File: config.mk
export PLATFORM = sky130hd
export DESIGN_NAME = c_scan
export DESIGN_NICKNAME = d
export VERILOG_FILES = /design/src/rtl/c_scan.sv
export SDC_FILE = /design/constraint.sdc
export NUM_CORES = 1
export LEC_CHECK = 0
export ABC_CLOCK_PERIOD_IN_PS = 10300
export CAP_MARGIN = 0
export CORE_UTILIZATION = 60
export DETAILED_ROUTE_END_ITERATION = 8
export PLACE_DENSITY = 0.86
export SLEW_MARGIN = 10
export SYNTH_ARGS = -nofsm -noshare
export SYNTH_HDL_FRONTEND = slang
export SYNTH_SLANG_ARGS = --single-unit
File: constraint.sdc
create_clock -name i_clk -period 10.3 [get_ports i_clk]
set_input_delay 2.06 -clock i_clk [delete_from_list [all_inputs] [get_ports i_clk]]
set_output_delay 2.06 -clock i_clk [all_outputs]
set_load 0.1 [all_outputs]
File: src/rtl/c_scan.sv
// Multi-cycle unary-code classifier: scans a P_W-bit word LSB-first, P_K bits per beat,
// through a chain of c_cell instances whose prior-state is carried in registers between beats.

module c_cell #(
   parameter int P_ADMIT_COMPLIMENT_EN = 1
) (
   input  logic i_x,
   input  logic i_x_prev,
   input  logic i_is_first,
   input  logic i_all_ones,
   input  logic i_all_zeros_n,
   input  logic i_seen_edge,
   input  logic i_seen0,
   input  logic i_seen1,
   input  logic i_is_unary,
   input  logic i_is_unary_n,
   output logic o_all_ones,
   output logic o_all_zeros_n,
   output logic o_seen_edge,
   output logic o_seen0,
   output logic o_seen1,
   output logic o_is_unary,
   output logic o_is_unary_n
);
   logic en_n;
   logic edge_hit;

   assign en_n = (P_ADMIT_COMPLIMENT_EN != 0);

   always_comb begin
      edge_hit      = ~i_is_first & (i_x ^ i_x_prev);
      o_all_ones    = i_x;
      o_all_zeros_n = i_x;
      o_seen_edge   = 1'b0;
      o_seen0       = ~i_x;
      o_seen1       = i_x;
      o_is_unary    = i_x;
      o_is_unary_n  = ~i_x & en_n;
      if (!i_is_first) begin
         o_all_ones    = i_all_ones & i_x;
         o_all_zeros_n = i_all_zeros_n | i_x;
         o_seen_edge   = i_seen_edge | edge_hit;
         o_seen0       = i_seen0 | ~i_x;
         o_seen1       = i_seen1 | i_x;
         // A word that started on the right value stays unary until it flips a second time.
         o_is_unary    = i_is_unary & ~(edge_hit & i_seen_edge);
         o_is_unary_n  = i_is_unary_n & ~(edge_hit & i_seen_edge);
      end
   end
endmodule

module c_scan #(
   parameter int P_W                   = 32,
   parameter int P_K                   = 8,
   parameter int P_ADMIT_COMPLIMENT_EN = 1
) (
   input  logic                       i_clk,
   input  logic                       i_arst,
   input  logic                       i_in_vld,
   output logic                       o_in_rdy,
   input  logic [P_W-1:0]             i_in_x,
   output logic                       o_out_vld,
   input  logic                       i_out_rdy,
   output logic                       o_out_is_unary,
   output logic                       o_out_is_unary_n,
   output logic                       o_out_all_ones,
   output logic                       o_out_all_zeros,
   output logic [$clog2(P_W+1)-1:0]   o_out_len
);
   localparam int N  = P_W / P_K;
   localparam int BW = (N > 1) ? $clog2(N) : 1;
   localparam int LW = $clog2(P_W + 1);
   localparam logic [BW-1:0] BEAT_LAST = BW'(N - 1);
   localparam logic [BW-1:0] BEAT_ONE  = BW'(1);
   localparam logic [LW-1:0] LEN_ONE   = LW'(1);

   typedef enum logic [1:0] {IDLE, SCAN, DONE} state_t;

   state_t          state_q, state_d;
   logic [P_W-1:0]  x_q, x_d;
   logic [BW-1:0]   beat_q, beat_d;
   logic [LW-1:0]   len_q, len_d;
   logic            xp_q, xp_d;
   logic            all_ones_q, all_ones_d, all_zeros_n_q, all_zeros_n_d;
   logic            seen_edge_q, seen_edge_d, seen0_q, seen0_d, seen1_q, seen1_d;
   logic            unary_q, unary_d, unary_n_q, unary_n_d;
   logic            r_unary_q, r_unary_d, r_unary_n_q, r_unary_n_d;
   logic            r_all_ones_q, r_all_ones_d, r_all_zeros_q, r_all_zeros_d;
   logic [LW-1:0]   r_len_q, r_len_d;

   logic [P_W-1:0]  shifted;
   logic [P_K-1:0]  beat_x;
   logic [LW-1:0]   cnt;
   logic [P_K-1:0]  ch_all_ones, ch_all_zeros_n, ch_seen_edge, ch_seen0, ch_seen1;
   logic [P_K-1:0]  ch_unary, ch_unary_n;

   assign shifted = x_q >> (P_K * int'(beat_q));
   assign beat_x  = shifted[P_K-1:0];

   for (genvar g = 0; g < P_K; g++) begin : g_cell
      if (g == 0) begin : g_head
         c_cell #(.P_ADMIT_COMPLIMENT_EN(P_ADMIT_COMPLIMENT_EN)) u_cell (
            .i_x(beat_x[0]), .i_x_prev(xp_q), .i_is_first(beat_q == '0),
            .i_all_ones(all_ones_q), .i_all_zeros_n(all_zeros_n_q), .i_seen_edge(seen_edge_q),
            .i_seen0(seen0_q), .i_seen1(seen1_q), .i_is_unary(unary_q), .i_is_unary_n(unary_n_q),
            .o_all_ones(ch_all_ones[0]), .o_all_zeros_n(ch_all_zeros_n[0]),
            .o_seen_edge(ch_seen_edge[0]), .o_seen0(ch_seen0[0]), .o_seen1(ch_seen1[0]),
            .o_is_unary(ch_unary[0]), .o_is_unary_n(ch_unary_n[0]));
      end else begin : g_body
         c_cell #(.P_ADMIT_COMPLIMENT_EN(P_ADMIT_COMPLIMENT_EN)) u_cell (
            .i_x(beat_x[g]), .i_x_prev(beat_x[g-1]), .i_is_first(1'b0),
            .i_all_ones(ch_all_ones[g-1]), .i_all_zeros_n(ch_all_zeros_n[g-1]),
            .i_seen_edge(ch_seen_edge[g-1]), .i_seen0(ch_seen0[g-1]), .i_seen1(ch_seen1[g-1]),
            .i_is_unary(ch_unary[g-1]), .i_is_unary_n(ch_unary_n[g-1]),
            .o_all_ones(ch_all_ones[g]), .o_all_zeros_n(ch_all_zeros_n[g]),
            .o_seen_edge(ch_seen_edge[g]), .o_seen0(ch_seen0[g]), .o_seen1(ch_seen1[g]),
            .o_is_unary(ch_unary[g]), .o_is_unary_n(ch_unary_n[g]));
      end
   end

   // Bits of this beat that precede its first edge; only used while no edge is carried in.
   always_comb begin
      cnt = '0;
      for (int i = 0; i < P_K; i++) begin
         if (!ch_seen_edge[i]) cnt = cnt + LEN_ONE;
      end
   end

   always_comb begin
      state_d       = state_q;
      x_d           = x_q;
      beat_d        = beat_q;
      len_d         = len_q;
      xp_d          = xp_q;
      all_ones_d    = all_ones_q;
      all_zeros_n_d = all_zeros_n_q;
      seen_edge_d   = seen_edge_q;
      seen0_d       = seen0_q;
      seen1_d       = seen1_q;
      unary_d       = unary_q;
      unary_n_d     = unary_n_q;
      r_unary_d     = r_unary_q;
      r_unary_n_d   = r_unary_n_q;
      r_all_ones_d  = r_all_ones_q;
      r_all_zeros_d = r_all_zeros_q;
      r_len_d       = r_len_q;
      o_in_rdy      = 1'b0;
      o_out_vld     = 1'b0;
      case (state_q)
         IDLE: o_in_rdy = 1'b1;
         SCAN: begin
            xp_d          = beat_x[P_K-1];
            all_ones_d    = ch_all_ones[P_K-1];
            all_zeros_n_d = ch_all_zeros_n[P_K-1];
            seen_edge_d   = ch_seen_edge[P_K-1];
            seen0_d       = ch_seen0[P_K-1];
            seen1_d       = ch_seen1[P_K-1];
            unary_d       = ch_unary[P_K-1];
            unary_n_d     = ch_unary_n[P_K-1];
            if (!seen_edge_q) len_d = len_q + cnt;
            beat_d = beat_q + BEAT_ONE;
            if (beat_q == BEAT_LAST) begin
               r_unary_d     = ch_unary[P_K-1];
               r_unary_n_d   = ch_unary_n[P_K-1];
               r_all_ones_d  = ch_all_ones[P_K-1] & ~ch_seen0[P_K-1];
               r_all_zeros_d = ~ch_all_zeros_n[P_K-1] & ~ch_seen1[P_K-1];
               r_len_d       = seen_edge_q ? len_q : len_q + cnt;
               beat_d        = '0;
               state_d       = DONE;
            end
         end
         DONE: begin
            o_out_vld = 1'b1;
            o_in_rdy  = i_out_rdy;
            if (i_out_rdy) state_d = IDLE;
         end
         default: state_d = IDLE;
      endcase
      if (o_in_rdy && i_in_vld) begin
         x_d           = i_in_x;
         beat_d        = '0;
         len_d         = '0;
         xp_d          = 1'b0;
         all_ones_d    = 1'b0;
         all_zeros_n_d = 1'b0;
         seen_edge_d   = 1'b0;
         seen0_d       = 1'b0;
         seen1_d       = 1'b0;
         unary_d       = 1'b0;
         unary_n_d     = 1'b0;
         state_d       = SCAN;
      end
   end

   always_ff @(posedge i_clk or posedge i_arst) begin
      if (i_arst) begin
         state_q       <= IDLE;
         x_q           <= '0;
         beat_q        <= '0;
         len_q         <= '0;
         xp_q          <= 1'b0;
         all_ones_q    <= 1'b0;
         all_zeros_n_q <= 1'b0;
         seen_edge_q   <= 1'b0;
         seen0_q       <= 1'b0;
         seen1_q       <= 1'b0;
         unary_q       <= 1'b0;
         unary_n_q     <= 1'b0;
         r_unary_q     <= 1'b0;
         r_unary_n_q   <= 1'b0;
         r_all_ones_q  <= 1'b0;
         r_all_zeros_q <= 1'b0;
         r_len_q       <= '0;
      end else begin
         state_q       <= state_d;
         x_q           <= x_d;
         beat_q        <= beat_d;
         len_q         <= len_d;
         xp_q          <= xp_d;
         all_ones_q    <= all_ones_d;
         all_zeros_n_q <= all_zeros_n_d;
         seen_edge_q   <= seen_edge_d;
         seen0_q       <= seen0_d;
         seen1_q       <= seen1_d;
         unary_q       <= unary_d;
         unary_n_q     <= unary_n_d;
         r_unary_q     <= r_unary_d;
         r_unary_n_q   <= r_unary_n_d;
         r_all_ones_q  <= r_all_ones_d;
         r_all_zeros_q <= r_all_zeros_d;
         r_len_q       <= r_len_d;
      end
   end

   assign o_out_is_unary   = r_unary_q;
   assign o_out_is_unary_n = r_unary_n_q;
   assign o_out_all_ones   = r_all_ones_q;
   assign o_out_all_zeros  = r_all_zeros_q;
   assign o_out_len        = r_len_q;
endmodule

==> results_tabular.tex <==
\begin{tabular}{lr}
\hline
Metric & Value \\
\hline
\multicolumn{2}{l}{\textbf{Global routing}} \\
First-pass GRT wire length & approximately 12000 µm \\
Number of antenna violations at the first check in global routing & 0 \\
Total congestion overflow after global routing & 0 \\
Total global routing track utilization & $\sim$25\% \\
Vias in the first global route & 2567 \\
Pin count of the biggest net entering global routing & $\sim$60 \\
\multicolumn{2}{l}{\textbf{Placement}} \\
HPWL after detailed placement & 4950 µm \\
Number of port buffers & 47 \\
Post-DP Area & 4030 µm² \\
Cell count after placement & about 440 \\
Final Wtd Congestion & roughly 0.86 \\
\multicolumn{2}{l}{\textbf{Finish}} \\
Storage cell area & between 1500 and 2000 µm² \\
Relative area change from synthesis to final layout & 18.7\% \\
Ant diodes & 0 \\
Proportion of layout cells with a drive suffix above 1 & a little under a fifth \\
Area of the multi-input gates & about 1900 µm² \\
Number of nets at the end of the flow & about 430 \\
Fill cell count & 385 \\
Fin cells & 453 \\
Post-route cell area & between 4000 and 5000 µm² \\
\multicolumn{2}{l}{\textbf{Setup path}} \\
Buf/Inv on CP & 1 \\
CP Cell Sequence & mux4\_2 > and2\_1 > o21ai\_0 > o21ai\_0 > ha\_1 > inv\_1 > a21boi\_0 > ha\_1 > mux2i\_1 > o2bb2ai\_2 > ha\_1 > mux2\_2 > ha\_1 > mux2i\_1 > nand2\_1 > o21a\_1 > fa\_1 > a21o\_1 > a21oi\_1 > xor2\_1 > nor2\_1 > a21oi\_1 > o21ai\_0 \\
Crit path DAT & 6210 ps \\
Worst path required time & between 10000 and 15000 ps \\
CP dominant cell by count & sky130\_fd\_sc\_hd\_\_ha\_1 \\
Number of stages on the worst setup path & 23 \\
Crit-path slowest cell & sky130\_fd\_sc\_hd\_\_mux4\_2 \\
Family with the most delay on the worst path & adder cells \\
Largest fanout of any net on the critical path & 17 \\
Origin of the critical flop-to-flop path & beat\_q[0]\$\_DFFE\_PP0P\_ \\
Category of the worst setup path launch point & flop \\
CP endpoint & len\_q[4]\$\_DFFE\_PP0P\_ \\
Worst reg-to-reg path cell count & 23 \\
Largest stage delay on the critical path & between 700 and 800 ps \\
CP Class & flop to flop \\
Worst setup startpoint & beat\_q[0]\$\_DFFE\_PP0P\_ \\
Register-to-register path setup slack & about 4300 ps \\
Critical path capture point type & flop \\
Reg-to-reg critical path endpoint & len\_q[4]\$\_DFFE\_PP0P\_ \\
\multicolumn{2}{l}{\textbf{CTS}} \\
TritonCTS clock tree & yes \\
Clock tree root driver cell & sky130\_fd\_sc\_hd\_\_clkbuf\_8 \\
Worst-Skew Late Latency & 350 ps \\
Number of hold-repair buffers added at the cts stage & 0 \\
CTS max path bufs & 2 \\
Post-CTS setup buffers & 0 \\
Number of CTS-inserted buffers & 9 \\
CTS sink cnt & 60 \\
CTS H-tree depth & 3 \\
Clock-pin slew on the worst setup and hold paths & around 70 ps \\
Count of instances resized after the clock tree is built & 0 \\
\multicolumn{2}{l}{\textbf{Synth}} \\
Ys Warns & 0 \\
Most used DFF post-synth & sky130\_fd\_sc\_hd\_\_dfrtp\_1 \\
Post-synthesis instance total & roughly 330 \\
Avg Synthesized Cell Area & between 10 and 15 µm² \\
Library cells used by synthesis & 56 \\
Syn\_nets & between 300 and 400 \\
Number of synthesized flops with an enable pin & 0 \\
Share of async-settable or async-resettable flops after synthesis & 100\% \\
Register bit count reported by yosys & 60 \\
Sequential cell area fraction in the yosys report & 42.4\% \\
Synthesized cell area & $\sim$3500 µm² \\
\multicolumn{2}{l}{\textbf{Drt}} \\
Sum of routed wire length over all layers & around 6700 µm \\
Drt pass-1 iters & 4 \\
Via-to-Cell Ratio & around 5.8 \\
Vias & around 2600 \\
Antenna Nets Post-Route & 0 \\
Detailed Route Iter0 Violations & approximately 120 \\
Average wire length per cell after detail routing & about 15 µm \\
DRC violation count after routing & 0 \\
\multicolumn{2}{l}{\textbf{STA}} \\
Worst Max-Slew Pin Slew & 964 ps \\
Count of endpoints failing hold in the final timing report & 0 \\
Clock Skews & between 7 and 8 ps \\
Final max-slew violation count & 0 \\
Maximum clock frequency & $\sim$0.17 GHz \\
Number of failing setup endpoints in the final timing report & 0 \\
Part of the cycle the worst path needs & 58.3\% \\
Final min period & 6010 ps \\
Setup repair after global routing missed its margin & no \\
Summed negative setup slack over all endpoints & 0 ps \\
Worst-case headroom to the max-slew limit & 35.5\% \\
\multicolumn{2}{l}{\textbf{Power and ir drop}} \\
Final total power & 1.56 mW \\
Combinational share of power & about three fifths \\
Sw Ratio & between 40 and 50\% \\
Portion of total power attributed to the clock network & 11.9\% \\
Leakage component of the power & 1.82 nW \\
Pwr/cell area & about 370 nW/µm² \\
Internal & $\sim$830 µW \\
Net Switching & 725 µW \\
Reg power frac & approximately a quarter \\
Worst vdd ir & $\sim$190 µV \\
\multicolumn{2}{l}{\textbf{Floorplanning}} \\
Area of the die & 6210 µm² \\
Die Height & 78.8 µm \\
Num rows & 27 \\
Initial Utilization & 63.1\% \\
Horizontal extent of the die & $\sim$79 µm \\
Core area & roughly 5600 µm² \\
Number of placed I/O pins & 48 \\
\multicolumn{2}{l}{\textbf{Worst hold path}} \\
Class of the worst hold path & flop to flop \\
\multicolumn{2}{l}{\textbf{Flow run}} \\
Max capacitance violation total & 0 \\
\multicolumn{2}{l}{\textbf{Status}} \\
Status & finished clean \\
\hline
\end{tabular}
==> cell usage after synthesis (2+ instances only) <==
master / number / share of area (%)
sky130_fd_sc_hd__o31ai_1: 8 / 1.7
sky130_fd_sc_hd__nor3_1: 2 / 0.28
sky130_fd_sc_hd__xnor2_1: 9 / 2.2
sky130_fd_sc_hd__and2_1: 5 / 0.88
sky130_fd_sc_hd__or3_1: 2 / 0.35
sky130_fd_sc_hd__buf_6: 2 / 0.64
sky130_fd_sc_hd__nand3_1: 6 / 0.85
sky130_fd_sc_hd__mux2i_1: 5 / 1.4
sky130_fd_sc_hd__o2111ai_1: 2 / 0.50
sky130_fd_sc_hd__dfrtp_1: 60 / 42
sky130_fd_sc_hd__nor3_2: 2 / 0.57
sky130_fd_sc_hd__clkbuf_1: 10 / 1.1
sky130_fd_sc_hd__xor2_1: 4 / 0.99
sky130_fd_sc_hd__buf_1: 2 / 0.21
sky130_fd_sc_hd__a22o_1: 8 / 2.0
sky130_fd_sc_hd__a21oi_1: 14 / 2.0
sky130_fd_sc_hd__nand2b_1: 5 / 0.88
sky130_fd_sc_hd__nand2_1: 40 / 4.2
sky130_fd_sc_hd__o31ai_2: 2 / 0.71
sky130_fd_sc_hd__o21ai_0: 20 / 2.8
sky130_fd_sc_hd__ha_1: 12 / 4.2
sky130_fd_sc_hd__mux2_2: 33 / 11
sky130_fd_sc_hd__nor2_1: 15 / 1.6
sky130_fd_sc_hd__mux4_2: 8 / 5.1
sky130_fd_sc_hd__a211oi_1: 2 / 0.42
sky130_fd_sc_hd__or2_2: 2 / 0.35
sky130_fd_sc_hd__a21o_1: 2 / 0.42
sky130_fd_sc_hd__a21boi_0: 2 / 0.42
sky130_fd_sc_hd__and3_1: 3 / 0.53
sky130_fd_sc_hd__inv_1: 14 / 1.5
sky130_fd_sc_hd__buf_2: 3 / 0.42
sky130_fd_sc_hd__nor2b_1: 5 / 0.88
==> registers in the layout, indices dropped and copies added, names as in the netlist, 2 cells and up <==
register,count
len_q,6
x_q,32
o_out_len,6
state_q,2
beat_q,2
==> worst register-to-register path, stage by stage (launching register included) <==
cell and delay [ps]:
sky130_fd_sc_hd__dfrtp_1 730, sky130_fd_sc_hd__mux4_2 750, sky130_fd_sc_hd__and2_1 260, sky130_fd_sc_hd__o21ai_0 140, sky130_fd_sc_hd__o21ai_0 210, sky130_fd_sc_hd__ha_1 360
sky130_fd_sc_hd__inv_1 50, sky130_fd_sc_hd__a21boi_0 180, sky130_fd_sc_hd__ha_1 290, sky130_fd_sc_hd__mux2i_1 190, sky130_fd_sc_hd__o2bb2ai_2 120, sky130_fd_sc_hd__ha_1 340
sky130_fd_sc_hd__mux2_2 270, sky130_fd_sc_hd__ha_1 290, sky130_fd_sc_hd__mux2i_1 170, sky130_fd_sc_hd__nand2_1 80, sky130_fd_sc_hd__o21a_1 160, sky130_fd_sc_hd__fa_1 450
sky130_fd_sc_hd__a21o_1 180, sky130_fd_sc_hd__a21oi_1 160, sky130_fd_sc_hd__xor2_1 160, sky130_fd_sc_hd__nor2_1 50, sky130_fd_sc_hd__a21oi_1 190, sky130_fd_sc_hd__o21ai_0 100
==> metrics by stage <==
stage	hold slack (ps)	worst slack, ps	util (%)
after floorplan	447	4610	-
after global placement	459	4320	71.9
after detailed placement	463	4300	71.9
after CTS	480	4290	74.9
after global routing	490	3790	74.9
final	476	4290	74.9
==> layout make-up <==
type                    count  area share (%)
clock buffers              11            3.37
clock inverters             5           0.655
inverters                  14            1.25
multi-input cells         242            45.3
flip-flops and latches     60            35.7
well taps                  72            2.14
repair buffers             49            11.6
==> how the worst min path moves through the flow <==
stage / start / cells past startpoint / endpoint / slack [ps]
floorplan: seen1_q$_DFFE_PP0P_ / 2 / seen1_q$_DFFE_PP0P_ / 450
global placement: seen1_q$_DFFE_PP0P_ / 2 / seen1_q$_DFFE_PP0P_ / 460
detailed placement: seen1_q$_DFFE_PP0P_ / 2 / seen1_q$_DFFE_PP0P_ / 460
CTS: seen1_q$_DFFE_PP0P_ / 2 / seen1_q$_DFFE_PP0P_ / 480
global route: seen1_q$_DFFE_PP0P_ / 2 / seen1_q$_DFFE_PP0P_ / 490
finish: o_out_len[3]$_DFFE_PP0P_ / 2 / o_out_len[3]$_DFFE_PP0P_ / 480
==> logic make-up after synthesis <==
logic type	after synthesis	share of synthesized area (%)
AO/OA/AOI/OAI	75	15.0
multiplexers	46	17.0
adder cells (fa/ha/maj)	15	5.41
XOR/XNOR	14	3.85
AND/OR/NAND/NOR	92	12.4
buffers and inverters	31	3.82
flip-flops	60	42.4
==> cell usage in the layout (no fill, tap or decap), types with 3 or more instances in the layout <==
master                            Yosys  routed
sky130_fd_sc_hd__dfrtp_1             60      60
sky130_fd_sc_hd__xor2_1               4       4
sky130_fd_sc_hd__clkbuf_8             0      10
sky130_fd_sc_hd__clkinv_2             0       4
sky130_fd_sc_hd__nand2b_1             5       5
sky130_fd_sc_hd__nor2_1              15      15
sky130_fd_sc_hd__inv_1               14      13
sky130_fd_sc_hd__and2_1               5       5
sky130_fd_sc_hd__nand3_1              6       6
sky130_fd_sc_hd__a21oi_1             14      14
sky130_fd_sc_hd__a22o_1               8       8
sky130_fd_sc_hd__ha_1                12      12
sky130_fd_sc_hd__clkdlybuf4s50_1      0      47
sky130_fd_sc_hd__o21ai_0             20      20
sky130_fd_sc_hd__o31ai_1              8       8
sky130_fd_sc_hd__mux4_2               8       8
sky130_fd_sc_hd__nand2_1             40      40
sky130_fd_sc_hd__nor2b_1              5       5
sky130_fd_sc_hd__and3_1               3       3
sky130_fd_sc_hd__mux2i_1              5       5
sky130_fd_sc_hd__mux2_2              33      33
sky130_fd_sc_hd__xnor2_1              9       9
==> power by group through the flow <==
| stage | registers (mW) | logic (mW) | clock network, mW |
|---|---|---|---|
| 4_1_cts | 0.411 | 0.960 | 0.190 |
| 2_1_floorplan | 0.422 | 0.771 | 0 |
| 3_3_place_gp | 0.406 | 0.920 | 0 |
| 6_report | 0.410 | 0.961 | 0.185 |
| 5_1_grt | 0.425 | 1.07 | 0.199 |
| 3_5_place_dp | 0.415 | 0.955 | 0 |
==> routing by layer <==
metal / part of all wire [%] / vias to the layer above / routed length [µm] / global-route usage (%)
met4: 1.7 / 0 / 116 / 11.1
met5: 0 / - / 0 / 0
met2: 50 / 66 / 3300 / 40.4
li1: - / 1291 / - / -
met3: 4.2 / 13 / 283 / 5.98
met1: 44 / 1243 / 2960 / 32.2
Power figures use the tool's default switching activity.
